<file path="src/rtl/bnn_slice_sequencer.sv">
// Slice-stream sequencer for the BNN image decoder: writes one row per accepted
// slice, clears the decoder between frames and hands finished images to the core.
module bnn_slice_sequencer #(
  parameter int NUM_SLICES = 8,
  parameter int SLICE_W    = 8,
  parameter int SEL_W      = 3,
  parameter int CNT_W      = 16
) (
  input  logic               clk,
  input  logic               rst,
  input  logic               abort,
  input  logic               in_valid,
  input  logic [SLICE_W-1:0] in_data,
  output logic               in_ready,
  output logic [SLICE_W-1:0] dec_slice,
  output logic [SEL_W-1:0]   dec_sel,
  output logic               dec_en,
  output logic               dec_rst,
  output logic               img_valid,
  input  logic               img_ready,
  output logic               busy,
  output logic [CNT_W-1:0]   img_count
);

  typedef enum logic [1:0] {CLR, LOAD, SETTLE, FULL} state_t;

  state_t           state, state_n;
  logic [SEL_W-1:0] row, row_n;
  logic             hs, accept, last_row;

  // abort masks both handshakes so neither a row write nor a count can slip through
  assign hs       = in_valid && in_ready && !abort;
  assign accept   = img_valid && img_ready && !abort;
  assign last_row = (row == SEL_W'(NUM_SLICES - 1));

  // NOTE: every signal written here gets a default first, so no path leaves it unassigned (no latch).
  always_comb begin
    state_n = state;
    row_n   = row;
    unique case (state)
      CLR:    state_n = LOAD;
      LOAD: begin
        if (abort) begin
          state_n = CLR;
          row_n   = '0;
        end else if (hs) begin
          row_n = row + 1'b1;
          if (last_row) state_n = SETTLE;
        end
      end
      SETTLE: state_n = abort ? CLR : FULL;
      FULL:   if (abort || accept) state_n = CLR;
      default: begin
        state_n = CLR;
        row_n   = '0;
      end
    endcase
  end

  // NOTE: state and registered outputs use non-blocking assignments so every flop samples pre-edge values.
  always_ff @(posedge clk or posedge rst) begin
    if (rst) begin
      state     <= CLR;
      row       <= '0;
      in_ready  <= 1'b0;
      dec_slice <= '0;
      dec_sel   <= '0;
      dec_en    <= 1'b0;
      dec_rst   <= 1'b1;
      img_valid <= 1'b0;
      busy      <= 1'b1;
      img_count <= '0;
    end else begin
      state    <= state_n;
      row      <= row_n;
      in_ready <= (state_n == LOAD);
      dec_rst  <= (state_n == CLR);
      dec_en   <= hs;
      busy     <= !((state_n == LOAD) && (row_n == '0));
      if (hs) begin
        dec_slice <= in_data;
        dec_sel   <= row;
      end
      // img_valid trails entry into FULL by a cycle, giving the decoder a settled image
      img_valid <= (state == FULL) && (state_n == FULL);
      if (accept) img_count <= img_count + 1'b1;
    end
  end

endmodule

</file>
<file path="config.mk">
export PLATFORM = sky130hd
export DESIGN_NAME = bnn_slice_sequencer
export DESIGN_NICKNAME = d
export VERILOG_FILES = /design/src/rtl/bnn_slice_sequencer.sv
export SDC_FILE = /design/constraint.sdc
export NUM_CORES = 1
export LEC_CHECK = 0
export ABC_AREA = 1
export BUFFER_PORTS_ARGS = -buffer_cell sky130_fd_sc_hd__buf_2
export CAP_MARGIN = 0
export CORE_AREA = 2 2 68 70
export CTS_BUF_LIST = sky130_fd_sc_hd__clkbuf_8
export DETAILED_ROUTE_END_ITERATION = 7
export DIE_AREA = 0 0 70 72
export GPL_ROUTABILITY_DRIVEN = 0
export PLACE_DENSITY = 0.63
export SYNTH_ARGS = -nofsm -noshare
export SYNTH_HDL_FRONTEND = slang
export SYNTH_SLANG_ARGS = --single-unit
export TNS_END_PERCENT = 30
</file>
<file path="constraint.sdc">
create_clock -name clk -period 4.55 [get_ports clk]
set_input_delay 0.6825 -clock clk [delete_from_list [all_inputs] [get_ports clk]]
set_output_delay 0.6825 -clock clk [all_outputs]
set_load 0.005 [all_outputs]
</file>
==> results of run 1 <==
[flip-flops by register name (all words and copies together) (netlist names), 2 cells and up]
signal     count
row            3
dec_slice      8
img_count     16
state          2
dec_sel        3
[how the worst max path moves through the flow]
stage / start / endpoint / slack, ns / cells after the start
finish: busy / busy / 2.96 / 1
CTS: busy / busy / 2.95 / 1
floorplan: rst / dec_en / 3.04 / 1
global route: in_valid / busy / 2.87 / 9
global placement: in_valid / busy / 2.73 / 9
detailed placement: in_valid / busy / 2.70 / 9
[per-stage QoR]
stage | worst slack (ns) | util (%) | hold slack [ns]
after floorplan | 3.04 | - | 0.465
after global placement | 2.73 | 46.0 | 0.461
after detailed placement | 2.70 | 46.0 | 0.459
after CTS | 2.95 | 48.0 | 0.481
after global routing | 2.87 | 48.0 | 0.498
final | 2.96 | 48.0 | 0.477
[placed cells by master (no fill, tap or decap), drive strengths merged]
cell type / count
a21oi: 4
buf: 45
clkbuf: 5
clkinv: 2
dfrtp: 35
dfstp: 2
ha: 3
inv: 25
mux2: 1
nand2: 67
nand3: 7
nand4: 6
nor2: 20
nor3: 2
o211ai: 1
o21ai: 3
or2: 1
xnor2: 4
xor2: 7
[per-layer routing]
layer	up-vias	track usage (%)
met5	-	0
met4	0	3.85
met3	7	5.28
met2	41	21.8
met1	597	17.3
li1	681	-
[power breakdown]
part           internal (mW)  switching [mW]  total, mW  leakage [nW]
logic                 0.0864           0.110      0.197         0.595
registers              0.410          0.0458      0.455         0.489
clock network          0.104           0.113      0.217        0.0491
[final cells by class]
cell class / instances / area, sq um
Timing Repair Buffer: 45 / 228
Sequential cell: 37 / 928
Clock buffer: 5 / 68.8
Multi-Input combinational cell: 126 / 652
Fill cell: 415 / 2220
Inverter: 24 / 90.1
Clock inverter: 3 / 13.8
Tap cell: 52 / 65.1
[cells by family (layout without fill, tap and decap cells)]
kind of cell	count (synthesis)	after routing	synth area share, %
AND/OR/NAND/NOR	103	103	27.4
buffers and inverters	26	77	5.96
XOR/XNOR	11	11	5.73
flip-flops	37	37	55.2
AO/OA/AOI/OAI	8	8	2.76
multiplexers	1	1	0.670
adder cells (fa/ha/maj)	3	3	2.23
==> run_results.csv, run 1 <==
group,metric,value,unit
power,peakVddDrop,218,uV
synthesis,synthCells,189,
critical_path,critPathMaxFanout,1,
drt,met1_length,1510,um
drt,first_iter_violations,30,
hold_path,whs_path_depth,2,
critical_path,critPathCaptureType,"output pin",
die,die_x,70,um
timing,tns,0,ns
critical_path,r2r_cells,7,
critical_path,cp_data_arrival_time,0.91,ns
finish,syn2layout_area_growth,21.7,%
grt,grt_pass1_vias,1248,
die,core_area,4260,sq um
synthesis,synth_most_common_cell,"nand2_1",
die,die_y,72,um
critical_path,cpMaxStageDelayCell,"dfstp_2",
cts,worst_skew_pair.late_latency,0.29,ns
cts,clk_pin_slew,0.07,ns
power,power.density,425,nW/um^2
timing,relSlewSlack,70.0,%
placement,portBuffers,44,
cts,htreeDepth,2,
grt,grt_max_degree,38,
synthesis,syn_area,1680,sq um
die,start_util,39.4,%
power,power_leakage,1.13,nW
drt,wl_per_cell,10.8,um
hold_path,min_path_type,"register to register",
critical_path,path_buf_inv,1,
synthesis,ys_seq_area_share,55.2,%
timing,fmax,0.628,GHz
synthesis,synth.area.top_cells,"dfrtp_1 52%, nand2_1 15%, inv_1 5.4%",
finish,postLayoutCellArea,2050,sq um
critical_path,required,3.87,ns
synthesis,ys.flop_type,"dfrtp_1",
drt,dr_wl_met2,1400,um
synthesis,yosys_warnings,0,
cts,cts_made_buffers,5,
synthesis,synthDominantCellAreaShare,52.1,%
placement,dp_cells,284,
cts,cts_hold_buf,0,
grt,antenna_found_initial,0,
status,status,"finished clean",
drt,route.vias.total,1326,
cts,cts_buffer_depth,2,
finish,fin_cells,292,
critical_path,r2r_start,"row[0]",
hold_path,hold_start,"dec_slice[6]",
die,pin_count,45,
timing,slew_violations,0,
cts,postCtsResizedCells,0,
power,power.total,0.869,mW
grt,grt_pass1_wl,5440,um
critical_path,slowest_delay,0.52,ns
drt,wl_met3,222,um
synthesis,synth_common_cells,"67 x nand2_1, 35 x dfrtp_1, 24 x inv_1",
synthesis,ys_ff_latch,37,
timing,period_needed,1.59,ns
drt,ant_nets,0,
critical_path,start_kind,"register",
critical_path,path_delay_family,"flip-flops",
finish,finalNetCount,255,
cts,cts-root-buf,"clkbuf_8",
grt,grt_overflow,0,
critical_path,path_cells,"buf_2",
critical_path,r2r_setup_slack,3.02,ns
drt,vias_per_cell,4.54,
timing,setup_viol,0,
critical_path,r2r_end,"busy",
synthesis,synth_area_per_cell,8.89,sq um
drt,drc,0,
drt,firstDrtPassIters,4,
synthesis,yosysTopAreaCell,"dfrtp_1",
hold_path,holdPathEnd,"dec_slice[6]",
timing,tightest_slew,0.449,ns
timing,finalCritPeriodShare,35.0,%
die,std_cell_rows,24,
drt,highest_layer,"met4",
grt,grt_usage,13.6,%
die,dieArea,5040,sq um
finish,n_antenna_cell,0,
finish,drive_above_1_share,26.7,%
cts,cts.sinks,37,
drt,wl,3160,um
synthesis,synth_nets,205,
cts,cts_tree,"yes",
critical_path,critical_path_class,"register to output pin",
run,maxCapViolations,0,
synthesis,synth-async-reset-ratio,100,%
timing,rsz0062_at_grt,"false",
placement,dp_hpwl,2350,um
timing,fin_worst_skew,0.00392,ns
timing,finalHoldViolCount,0,
synthesis,synth_cell_types,22,
synthesis,synth_edf_count,0,
placement,dpl-instance-area,1960,sq um
cts,post-cts-setup-buffers,0,
No activity file was read; power rests on OpenSTA's default activity.
==> run 2, diff against run 1 <==
ABC_AREA = 0   (was 1)
CORE_AREA = 2 2 67 69   (was 2 2 68 70)
DIE_AREA = 0 0 69 71   (was 0 0 70 72)
PLACE_DENSITY = 0.65   (was 0.63)
clock period = 1.43 ns   (was 4.55 ns; I/O delays follow)
==> run_results.csv, run 2 <==
group,metric,value,unit
grt,grt_pass1_wl,5390,um
grt,grt_max_degree,26,
drt,drc,0,
synthesis,synthCells,144,
timing,fmax,0.727,GHz
drt,firstDrtPassIters,5,
timing,whs,0.113,ns
power,power.internal,1.68,mW
grt,grt_pass1_vias,1198,
critical_path,slowest_delay,0.40,ns
synthesis,ys_ff_latch,37,
drt,wl,3180,um
grt,antenna_found_initial,0,
synthesis,ys_seq_area_share,58.2,%
cts,cts_tree,"yes",
die,die_x,69,um
power,power_frac_seq,52.9,%
critical_path,critPathMaxFanout,3,
placement,portBuffers,44,
critical_path,path_cells,"ha_2, ha_1, a31o_2, a21oi_2, nand4_1",
critical_path,cpMaxStageDelayCell,"dfrtp_1",
critical_path,critical_path_class,"register to register",
power,power.density,1060,nW/um^2
synthesis,synth_common_cells,"38 x nand2_1, 35 x dfrtp_1, 12 x xnor2_1",
cts,cts_made_buffers,5,
synthesis,yosys_warnings,0,
die,die_y,71,um
synthesis,synth_nets,160,
grt,grt_overflow,0,
synthesis,synth_area_per_cell,11.1,sq um
timing,relSlewSlack,76.6,%
run,maxCapViolations,0,
hold_path,hold_start,"in_data[4]",
critical_path,required,1.64,ns
die,core_area,4200,sq um
die,pin_count,45,
power,p_switching,0.522,mW
critical_path,crit_start,"row[1]",
timing,fin_worst_skew,0.00542,ns
cts,cts.sinks,37,
cts,post-cts-setup-buffers,0,
cts,htreeDepth,2,
drt,route.vias.total,1209,
timing,finalHoldViolCount,0,
timing,setup_viol,0,
drt,ant_nets,0,
finish,regMostFlops,"img_count",
critical_path,cp_data_arrival_time,1.58,ns
hold_path,min_path_type,"input port to register",
power,comb_power_share,11.0,%
die,dieArea,4900,sq um
finish,largest_reg_flops,16,
drt,vias_per_cell,4.67,
synthesis,synth.area.top_cells,"dfrtp_1 55%, nand2_1 8.9%, xnor2_1 6.6%",
placement,pre_cts_ws,-0.0119,ns
finish,final_common_cell,"buf_2",
synthesis,ys.flop_type,"dfrtp_1",
placement,dp_hpwl,2350,um
critical_path,r2r_start,"row[1]",
critical_path,critPathCaptureType,"register",
power,switching_share,23.7,%
finish,fin_util,49.3,%
cts,worst_skew_pair.late_latency,0.29,ns
timing,period_needed,1.38,ns
timing,finalCritPeriodShare,96.2,%
finish,drive_above_1_share,38.6,%
timing,rsz0062_at_grt,"false",
drt,wl_per_cell,12.3,um
synthesis,synth_cell_types,33,
synthesis,syn_area,1600,sq um
timing,fin_ws,0.0541,ns
drt,first_iter_violations,18,
grt,grt_usage,14.0,%
die,start_util,37.9,%
power,clkPwrFrac,36.1,%
finish,n_antenna_cell,0,
finish,final_cell_mix,"44 x buf_2, 38 x nand2_1, 35 x dfrtp_1, 14 x buf_4, 12 x xnor2_1",
cts,cts_buffer_depth,2,
status,status,"finished clean",
synthesis,synth-async-reset-ratio,100,%
synthesis,synthDominantCellAreaShare,54.9,%
synthesis,yosysTopAreaCell,"dfrtp_1",
synthesis,synth_edf_count,0,
die,std_cell_rows,24,
synthesis,synth_most_common_cell,"nand2_1",
cts,cts-root-buf,"clkbuf_8",
timing,tightest_slew,0.351,ns
timing,slew_violations,0,
cts,clk_pin_slew,0.07,ns
finish,syn2layout_area_growth,30.0,%
finish,finalNetCount,222,
critical_path,start_kind,"register",
power,power_leakage,1.17,nW
power,peakVddDrop,676,uV
finish,top_regs,"img_count (16), dec_slice (8)",
[run 2: cell types whose count changed after synthesis, moves of 3 or more]
cell	before	now
a22o_1	0	3
inv_1	24	5
nand2_1	67	38
nand3_1	5	8
nand4_1	6	2
nor2_1	15	5
nor2_4	3	0
xnor2_1	4	12
xor2_1	7	2
[run 2: path summary, 6_finish.rpt]
check | endpoint | cells after the start | slack (ns)
worst max register to register | busy | 5 | 0.05
max in group asynchronous | dec_rst | 4 | 0.59
worst max-delay path | busy | 5 | 0.05
worst min register to register | img_count[15] | 1 | 0.47
worst min-delay path | dec_slice[4] | 3 | 0.11
min in group asynchronous | img_count[13] | 4 | 0.49
[run 2: critical path, delay by kind of cell, from the launching register on]
| family | cells | cell delay [ns] |
|---|---|---|
| AOI/OAI and AO/OA | 2 | 0.42 |
| adders and majority gates | 2 | 0.36 |
| DFF | 1 | 0.40 |
| and+or+nand+nor | 1 | 0.10 |
[run 2: cells by family (layout without fill, tap and decap cells)]
logic type      after synthesis  after routing  synth area share (%)
simple gates                 66             66                  21.3
flops                        37             37                  58.2
xor+xnor                     15             15                  8.71
compound gates               12             12                  5.02
buf+inv                       9             72                  3.06
fa+ha+maj                     3              3                  2.35
mux                           2              2                  1.41
[run 2: through the flow]
step / area [sq um] / std cells / setup TNS (ns) / power, mW
6_report: 2070 / 259 / 0 / 2.20
5_1_grt: 2070 / 259 / 0 / 2.31
4_1_cts: 2070 / 259 / 0 / 2.23
3_5_place_dp: 1960 / 250 / -0.0119 / 1.42
3_3_place_gp: 1960 / 250 / 0 / 1.42
2_1_floorplan: 1600 / 144 / 0 / 1.30
[run 2: cell type report]
cell class,count,area [sq um]
Clock buffer,7,96.3
Clock inverter,1,5.00
Fill cell,400,2130
Inverter,5,18.8
Multi-Input combinational cell,98,624
Sequential cell,37,928
Tap cell,52,65.1
Timing Repair Buffer,59,335
[run 2: layer usage]
metal | vias to the layer above | global-route usage [%] | wire, um
met5 | - | 0 | 0
li1 | 602 | - | -
met3 | 4 | 4.13 | 183
met4 | 0 | 6.54 | 40
met1 | 568 | 18.6 | 1460
met2 | 35 | 21.4 | 1500
[run 2: timing repair]
item	CTS	global route
gates resized for setup	1	1
pin swaps	0	1
hold buffers	1	0
endpoints found under the setup margin	2	1
hold endpoints to repair	16	0
[run 2: power groups by stage]
stage / combinational, mW / sequential [mW] / clock, mW
floorplan: 0.106 / 1.19 / 0
global placement: 0.238 / 1.18 / 0
detailed placement: 0.244 / 1.18 / 0
CTS: 0.246 / 1.16 / 0.819
global route: 0.277 / 1.17 / 0.860
finish: 0.242 / 1.17 / 0.794
==> run 3, diff against run 2 <==
==> constraint.sdc (replaced) <==
create_clock -name clk -period 1.43 [get_ports clk]
set_input_delay 0.2145 -clock clk [delete_from_list [all_inputs] [get_ports clk]]
set_output_delay 0.2145 -clock clk [all_outputs]
set_load 0.02 [all_outputs]
==> run_results.csv, run 3 (same netlist as run 2, synthesis figures left out) <==
group,metric,value,unit
status,status,"finished clean",
critical_path,cpMaxStageDelayCell,"dfrtp_1",
finish,top_regs,"img_count (16), dec_slice (8)",
timing,tightest_slew,0.334,ns
critical_path,critPathMaxFanout,3,
power,power.density,1040,nW/um^2
timing,fmax,0.751,GHz
cts,clk_pin_slew,0.07,ns
die,pin_count,45,
critical_path,slowest_delay,0.38,ns
cts,worst_skew_pair.late_latency,0.29,ns
drt,vias_per_cell,4.66,
die,die_y,71,um
drt,first_iter_violations,72,
timing,rsz0062_at_grt,"false",
cts,cts.sinks,37,
critical_path,start_kind,"register",
finish,multi_input_area,632,sq um
timing,finalCritPeriodShare,93.1,%
grt,grt_pass1_wl,5310,um
grt,grt_pass1_vias,1147,
power,switching_share,27.5,%
timing,finalHoldViolCount,0,
cts,cts_made_buffers,5,
die,core_area,4200,sq um
critical_path,path_cells,"ha_1, ha_2, a31o_2, a21oi_4, nand4_1",
power,comb_power_share,14.8,%
power,power_frac_seq,53.4,%
timing,whs,0.108,ns
grt,antenna_found_initial,0,
power,power.total,2.18,mW
drt,drc,0,
finish,fin_util,49.9,%
critical_path,critPathCaptureType,"register",
finish,fillerInstances,413,
drt,route.vias.total,1220,
die,std_cell_rows,24,
timing,slew_violations,0,
critical_path,cp_data_arrival_time,1.53,ns
hold_path,min_path_type,"input port to register",
drt,firstDrtPassIters,4,
grt,grt_usage,13.9,%
placement,dpl-instance-area,1990,sq um
timing,period_needed,1.33,ns
cts,cts_buffer_depth,2,
finish,seq_area,931,sq um
timing,setup_viol,0,
cts,cts_tree,"yes",
run,maxCapViolations,0,
finish,n_antenna_cell,0,
grt,grt_max_degree,25,
power,p_switching,0.599,mW
placement,dp_hpwl,2330,um
drt,ant_nets,0,
timing,relSlewSlack,77.7,%
finish,drive_above_1_share,40.0,%
critical_path,required,1.63,ns
power,clkPwrFrac,31.7,%
die,start_util,37.9,%
placement,portBuffers,44,
finish,final_common_cell,"buf_2",
die,die_x,69,um
cts,cts-root-buf,"clkbuf_8",
drt,wl_per_cell,11.8,um
power,power_leakage,1.18,nW
cts,htreeDepth,2,
finish,final_cell_mix,"44 x buf_2, 38 x nand2_1, 33 x dfrtp_1, 16 x buf_4, 12 x xnor2_1",
critical_path,critical_path_class,"register to register",
finish,largest_reg_flops,16,
finish,postLayoutCellArea,2100,sq um
power,power.internal,1.58,mW
finish,finalNetCount,225,
finish,syn2layout_area_growth,31.6,%
power,peakVddDrop,581,uV
die,dieArea,4900,sq um
timing,fin_worst_skew,0.00721,ns
finish,regMostFlops,"img_count",
grt,grt_overflow,0,
drt,wl,3100,um
run 3: path summary, 6_finish.rpt:
path	from	to	cells after the start	slack, ns
max in group asynchronous	rst	dec_rst	4	0.58
min in group asynchronous	rst	dec_slice[0]	4	0.50
hold reg to reg	img_count[15]	img_count[15]	1	0.47
hold / removal	in_data[4]	dec_slice[4]	3	0.11
setup / recovery	row[0]	busy	5	0.1
setup reg to reg	row[0]	busy	5	0.1
run 3: final cells by class:
cell class | count | area share (%)
clock inverters | 3 | 0.656
inverters | 5 | 0.894
clock buffers | 5 | 3.28
multi-input cells | 98 | 30.1
well taps | 52 | 3.10
repair buffers | 62 | 17.6
flip-flops and latches | 37 | 44.3
run 3: metrics by stage:
step | setup slack (ns) | cells | setup TNS [ns]
2_1_floorplan | 0.00826 | 144 | 0
3_3_place_gp | 0.0410 | 252 | 0
3_5_place_dp | -0.0124 | 252 | -0.0124
4_1_cts | 0.0426 | 261 | 0
5_1_grt | 0.0124 | 262 | 0
6_report | 0.0980 | 262 | 0
run 3: repair_timing:
action | 4_1_cts | 5_1_grt
pin swaps | 0 | 1
endpoints found under the hold margin | 35 | 0
setup endpoints to repair | 1 | 1
resized for setup | 1 | 2
setup buffers | 0 | 1
hold buffers | 1 | 0
run 3: critical path, delay by kind of cell (launching register included):
family,cells,cell delay (ns)
compound gates,2,0.40
flops,1,0.38
fa+ha+maj,2,0.37
simple gates,1,0.09
run 3: power groups by stage:
| stage | sequential (mW) | clock [mW] | combinational (mW) |
|---|---|---|---|
| 3_5_place_dp | 1.18 | 0 | 0.323 |
| 3_3_place_gp | 1.18 | 0 | 0.317 |
| 6_report | 1.16 | 0.692 | 0.324 |
| 2_1_floorplan | 1.26 | 0 | 0.106 |
| 5_1_grt | 1.17 | 0.761 | 0.359 |
| 4_1_cts | 1.16 | 0.716 | 0.324 |
run 3: per-layer routing:
metal | up-vias | GRT usage [%] | routed length, um
met5 | - | 0 | 0
met4 | 0 | 6.54 | 7
met3 | 2 | 4.70 | 242
met2 | 37 | 20.8 | 1410
met1 | 576 | 18.1 | 1440
li1 | 605 | - | -
